--- config.mk ---
export PLATFORM = sky130hd
export DESIGN_NAME = pkt_rr_arb
export DESIGN_NICKNAME = d
export VERILOG_FILES = /design/src/rtl/pkt_rr_arb.sv
export SDC_FILE = /design/constraint.sdc
export NUM_CORES = 1
export LEC_CHECK = 0
export ABC_AREA = 1
export BUFFER_PORTS_ARGS = -buffer_cell sky130_fd_sc_hd__buf_2
export CORE_MARGIN = 2
export CORE_UTILIZATION = 48
export DETAILED_ROUTE_END_ITERATION = 16
export PLACE_DENSITY = 0.85
export RECOVER_POWER = 50
export SLEW_MARGIN = 20
export SYNTH_ARGS = -nofsm -noshare
export SYNTH_HDL_FRONTEND = slang
export SYNTH_SLANG_ARGS = --single-unit
--- constraint.sdc ---
create_clock -name clk -period 2 [get_ports clk]
set_clock_uncertainty 0.05 [all_clocks]
set_input_delay 0.3 -clock clk [delete_from_list [all_inputs] [get_ports clk]]
set_output_delay 0.3 -clock clk [all_outputs]
set_load 0.02 [all_outputs]
--- src/rtl/pkt_rr_arb.sv ---
// pkt_rr_arb: round-robin packet arbiter; grants one port per packet onto a registered output bus
module pkt_rr_arb #(
  parameter int NUM_IN = 4,
  parameter int DATA_W = 8
) (
  input  logic                     clk,
  input  logic                     rst_n,
  input  logic [NUM_IN-1:0]        in_vld,
  input  logic [NUM_IN-1:0]        in_sop,
  input  logic [NUM_IN-1:0]        in_eop,
  input  logic [NUM_IN*DATA_W-1:0] in_data,
  output logic [NUM_IN-1:0]        in_rdy,
  output logic                     out_vld,
  output logic                     out_sop,
  output logic                     out_eop,
  output logic [DATA_W-1:0]        out_data,
  input  logic                     out_rdy,
  output logic [15:0]              out_pkt_cnt,
  output logic                     err_sop
);
  localparam int IW = $clog2(NUM_IN);
  typedef enum logic {IDLE, XFER} state_t;
  state_t state_q, state_d;
  logic [IW-1:0] grant_q, grant_d, rr_ptr_q, rr_ptr_d, pick;
  logic first_q, first_d, out_vld_q, out_vld_d, out_sop_q, out_sop_d, out_eop_q, out_eop_d, err_q, err_d;
  logic [DATA_W-1:0] out_data_q, out_data_d, sel_data;
  logic [15:0] cnt_q, cnt_d;
  logic [NUM_IN-1:0] elig, rot;
  logic found, rdy, acc;
  int sum;
  assign elig = in_vld & in_sop;
  assign found = |elig;
  // rotate so bit 0 is the port at rr_ptr; the lowest set bit wins
  assign rot = NUM_IN'({elig, elig} >> rr_ptr_q);
  always_comb begin
    pick = rr_ptr_q;
    sum = 0;
    for (int k = NUM_IN - 1; k >= 0; k--) begin
      if (rot[k]) begin
        sum = int'(rr_ptr_q) + k;
        pick = IW'(sum >= NUM_IN ? sum - NUM_IN : sum);
      end
    end
  end
  assign rdy = !out_vld_q || out_rdy;
  assign acc = (state_q == XFER) && in_vld[grant_q] && rdy;
  assign sel_data = in_data[int'(grant_q)*DATA_W +: DATA_W];
  assign in_rdy = (state_q == XFER) ? NUM_IN'(rdy) << grant_q : '0;
  always_comb begin
    state_d = state_q;
    grant_d = grant_q;
    rr_ptr_d = rr_ptr_q;
    first_d = first_q;
    out_vld_d = out_vld_q && !out_rdy;
    out_sop_d = out_sop_q;
    out_eop_d = out_eop_q;
    out_data_d = out_data_q;
    err_d = err_q || (acc && in_sop[grant_q] && !first_q);
    cnt_d = cnt_q + 16'(out_vld_q & out_rdy & out_eop_q);
    if (state_q == IDLE && found) begin
      state_d = XFER;
      grant_d = pick;
      first_d = 1'b1;
    end
    if (acc) begin
      out_vld_d = 1'b1;
      out_sop_d = in_sop[grant_q];
      out_eop_d = in_eop[grant_q];
      out_data_d = sel_data;
      first_d = 1'b0;
      state_d = in_eop[grant_q] ? IDLE : XFER;
      rr_ptr_d = !in_eop[grant_q] ? rr_ptr_q : (grant_q == IW'(NUM_IN - 1)) ? '0 : grant_q + 1'b1;
    end
  end
  always_ff @(posedge clk or negedge rst_n) begin
    if (!rst_n) begin
      state_q <= IDLE;
      grant_q <= '0;
      rr_ptr_q <= '0;
      first_q <= 1'b0;
      out_vld_q <= 1'b0;
      out_sop_q <= 1'b0;
      out_eop_q <= 1'b0;
      out_data_q <= '0;
      cnt_q <= '0;
      err_q <= 1'b0;
    end else begin
      state_q <= state_d;
      grant_q <= grant_d;
      rr_ptr_q <= rr_ptr_d;
      first_q <= first_d;
      out_vld_q <= out_vld_d;
      out_sop_q <= out_sop_d;
      out_eop_q <= out_eop_d;
      out_data_q <= out_data_d;
      cnt_q <= cnt_d;
      err_q <= err_d;
    end
  end
  assign out_vld = out_vld_q;
  assign out_sop = out_sop_q;
  assign out_eop = out_eop_q;
  assign out_data = out_data_q;
  assign out_pkt_cnt = cnt_q;
  assign err_sop = err_q;
endmodule

==> impl_metrics.py <==
metrics = {
    "status": {
        "status": "finished, final reports clean",
    },
    "timing": {
        "setup_violations": 0,
        "fmax_mhz": 545,
        "period_needed_ns": 1.84,
        "maxSlewViolCount": 0,
        "holdWs_ns": 0.0625,
        "final_hold_viol_count": 0,
        "slew_headroom": 0.441,
        "post-route-period-util": 0.918,
        "worst_slew_pin_slew_ns": 0.839,
        "tns_ns": 0,
        "rsz0062_at_grt": "false",
    },
    "synthesis": {
        "postSynthCellCount": 259,
        "synth_edf_count": 0,
        "synth_common_cells": "nand2_1, nor2_1, dfrtp_1",
        "yosysSeqAreaShare": 0.422,
        "synth-seq-cells": 34,
        "syn_nets": 309,
        "synth_top_area_frac": 0.422,
        "synth_area_per_cell_um2": 7.78,
        "synthDistinctLibCells": 31,
        "yosysTopAreaCell": "dfrtp_1",
        "yosysMostFrequentCell": "nand2_1",
        "synth_warnings": 0,
        "syn_area_um2": 2020,
        "synthArstFlopShare": 1.00,
        "synthFlopType": "dfrtp_1",
        "ys_top_cells_by_area": "dfrtp_1, nand2_1, nor2_1",
    },
    "pwr": {
        "clock_power_share": 0.150,
        "pwr-share-seq": 0.323,
        "p_int_mw": 1.82,
        "netSwitchingPower_mw": 1.64,
        "total_leakage_power_nw": 1.35,
        "peakVddDrop_uv": 949,
        "combPwrFrac": 0.527,
        "p_sw_frac": 0.474,
        "power-per-cell-area_nw_per_um2": 1370,
    },
    "worst_hold_path": {
        "hp-class": "primary input to async pin",
    },
    "route": {
        "drc": 0,
        "antenna_left": 0,
        "via_per_inst": 5.05,
        "drt_iter0_drc": 64,
        "routed_wl_um": 4790,
        "wire_per_inst_um": 12.3,
        "drt_pass1_iterations": 4,
        "vias": 1965,
    },
    "floorplan": {
        "core_area_um2": 4030,
        "ios": 79,
        "die_y_um": 68.8,
        "initial_core_util": 0.500,
        "die_area_um2": 4730,
        "num_rows": 23,
        "die_x_um": 68.8,
    },
    "clock_network": {
        "holdBufCountCts": 0,
        "cts_inserted_buffers": 5,
        "clk_latency_ns": 0.29,
        "max-clock-path-buffers": 2,
        "clk_pin_slew_worst_paths_ns": 0.07,
        "cts_sinks": 34,
        "cts_tree": "yes",
        "root_buffer": "clkbuf_8",
        "ctsResizeCount": 0,
        "h-tree-depth": 2,
        "cts_setup_buffers": 0,
    },
    "worst_setup_path": {
        "ff2ff_path_depth": 8,
        "worstSetupEndpointType": "primary output",
        "criticalPathCategory": "register to primary output",
        "cp.required_ns": 1.65,
        "crit_fanout": 21,
        "reg2reg_from": "grant_q[0]",
        "critPathArrivalTime_ns": 1.49,
        "reg2reg_to": "rr_ptr_q[1]",
        "startpoint_type": "register",
        "reg2reg_setup_slack_ns": 0.28,
    },
    "global_route": {
        "grt_max_degree": 35,
        "grt_pass1_vias": 1873,
        "grt_usage": 0.225,
        "grt_first_pass_wirelength_um": 7930,
        "antenna_found_initial": 0,
        "grt_remaining_overflow": 0,
    },
    "cells_and_area": {
        "area_growth_pct": 25.3,
        "nets": 388,
        "layout-drive-gt1-share": 0.298,
        "n_antenna_cell": 0,
    },
    "placed_design": {
        "numPortBuffers": 78,
        "gp_congestion": 0.842,
        "post-dp-hpwl_um": 3740,
    },
    "flow_run": {
        "maxCapViolCount": 0,
    },
}
-- layout make-up --
class                   instances  area [um2]
inverters                      16        61.3
fillers                       375        1500
well taps                      50        62.6
flip-flops and latches         34         851
multi-input cells             199        1050
clock buffers                   7        86.3
clock inverters                 1        5.00
repair buffers                 82         404
-- stage by stage --
| step | area, um2 | cells | util | setup slack [ns] | power [mW] |
|---|---|---|---|---|---|
| after floorplan | 2020 | 259 | - | 0.239 | 2.45 |
| after global placement | 2450 | 381 | 0.608 | 0.301 | 2.92 |
| after detailed placement | 2450 | 381 | 0.608 | 0.230 | 2.97 |
| after CTS | 2540 | 389 | 0.631 | 0.151 | 3.52 |
| after global routing | 2520 | 389 | 0.627 | 0.0225 | 3.77 |
| final | 2520 | 389 | 0.627 | 0.164 | 3.45 |
-- worst max-delay path, stage by stage, from the launching register on --
cell	delay (ns)
dfrtp_1	0.48
inv_2	0.10
buf_4	0.22
nand2_1	0.09
nor3_1	0.13
buf_2	0.19
-- per-layer routing --
metal	track usage	share of wire
met5	0	0
met2	0.401	0.48
met4	0.0809	0.016
met1	0.268	0.44
met3	0.0455	0.060
-- cells by family after synthesis --
family	count (synthesis)	synth area share
DFF	34	0.422
and+or+nand+nor	140	0.323
AOI/OAI and AO/OA	43	0.125
adders and majority gates	3	0.0186
xor gates and xnor gates	13	0.0565
buffers and inverters	26	0.0546
-- sequential cells by signal, summed over array words and instances, names as in the netlist --
| signal | flops |
|---|---|
| out_pkt_cnt | 16 |
| err_sop | 1 |
| rr_ptr_q | 2 |
| grant_q | 2 |
| out_eop | 1 |
| state_q | 1 |
| out_vld | 1 |
| out_data | 8 |
| out_sop | 1 |
| first_q | 1 |
-- power groups by stage --
stage | Combinational [mW] | Clock (mW) | Sequential (mW)
2_1_floorplan | 1.21 | 0 | 1.24
3_3_place_gp | 1.80 | 0 | 1.12
3_5_place_dp | 1.85 | 0 | 1.12
4_1_cts | 1.86 | 0.543 | 1.11
5_1_grt | 2.05 | 0.570 | 1.14
6_report | 1.82 | 0.517 | 1.12
-- worst max-delay path by stage --
stage	cells after the start	slack (ns)	from	endpoint
6_report	5	0.16	grant_q[0]	in_rdy[2]
5_1_grt	9	0.02	out_vld	out_pkt_cnt[15]
4_1_cts	5	0.15	grant_q[0]	in_rdy[2]
3_5_place_dp	10	0.23	out_rdy	out_pkt_cnt[15]
3_3_place_gp	11	0.30	out_rdy	out_pkt_cnt[14]
2_1_floorplan	5	0.24	grant_q[0]	in_rdy[0]
-- cells in the final DEF, fill, tap and decap left out, drive strengths merged --
cell | netlist | layout
nand2 | 69 | 69
buf | 5 | 68
nor2 | 43 | 43
dfrtp | 34 | 34
o21ai | 27 | 27
clkbuf | 5 | 21
nand3 | 19 | 19
inv | 15 | 15
o22ai | 9 | 9
nor3 | 8 | 8
xnor2 | 7 | 7
xor2 | 6 | 6
o21bai | 3 | 3
ha | 3 | 3
clkinv | 1 | 2
a21oi | 2 | 2
nand4 | 1 | 1
a21boi | 1 | 1
a31oi | 1 | 1
Note: power is estimated with default switching activity, not from simulation.
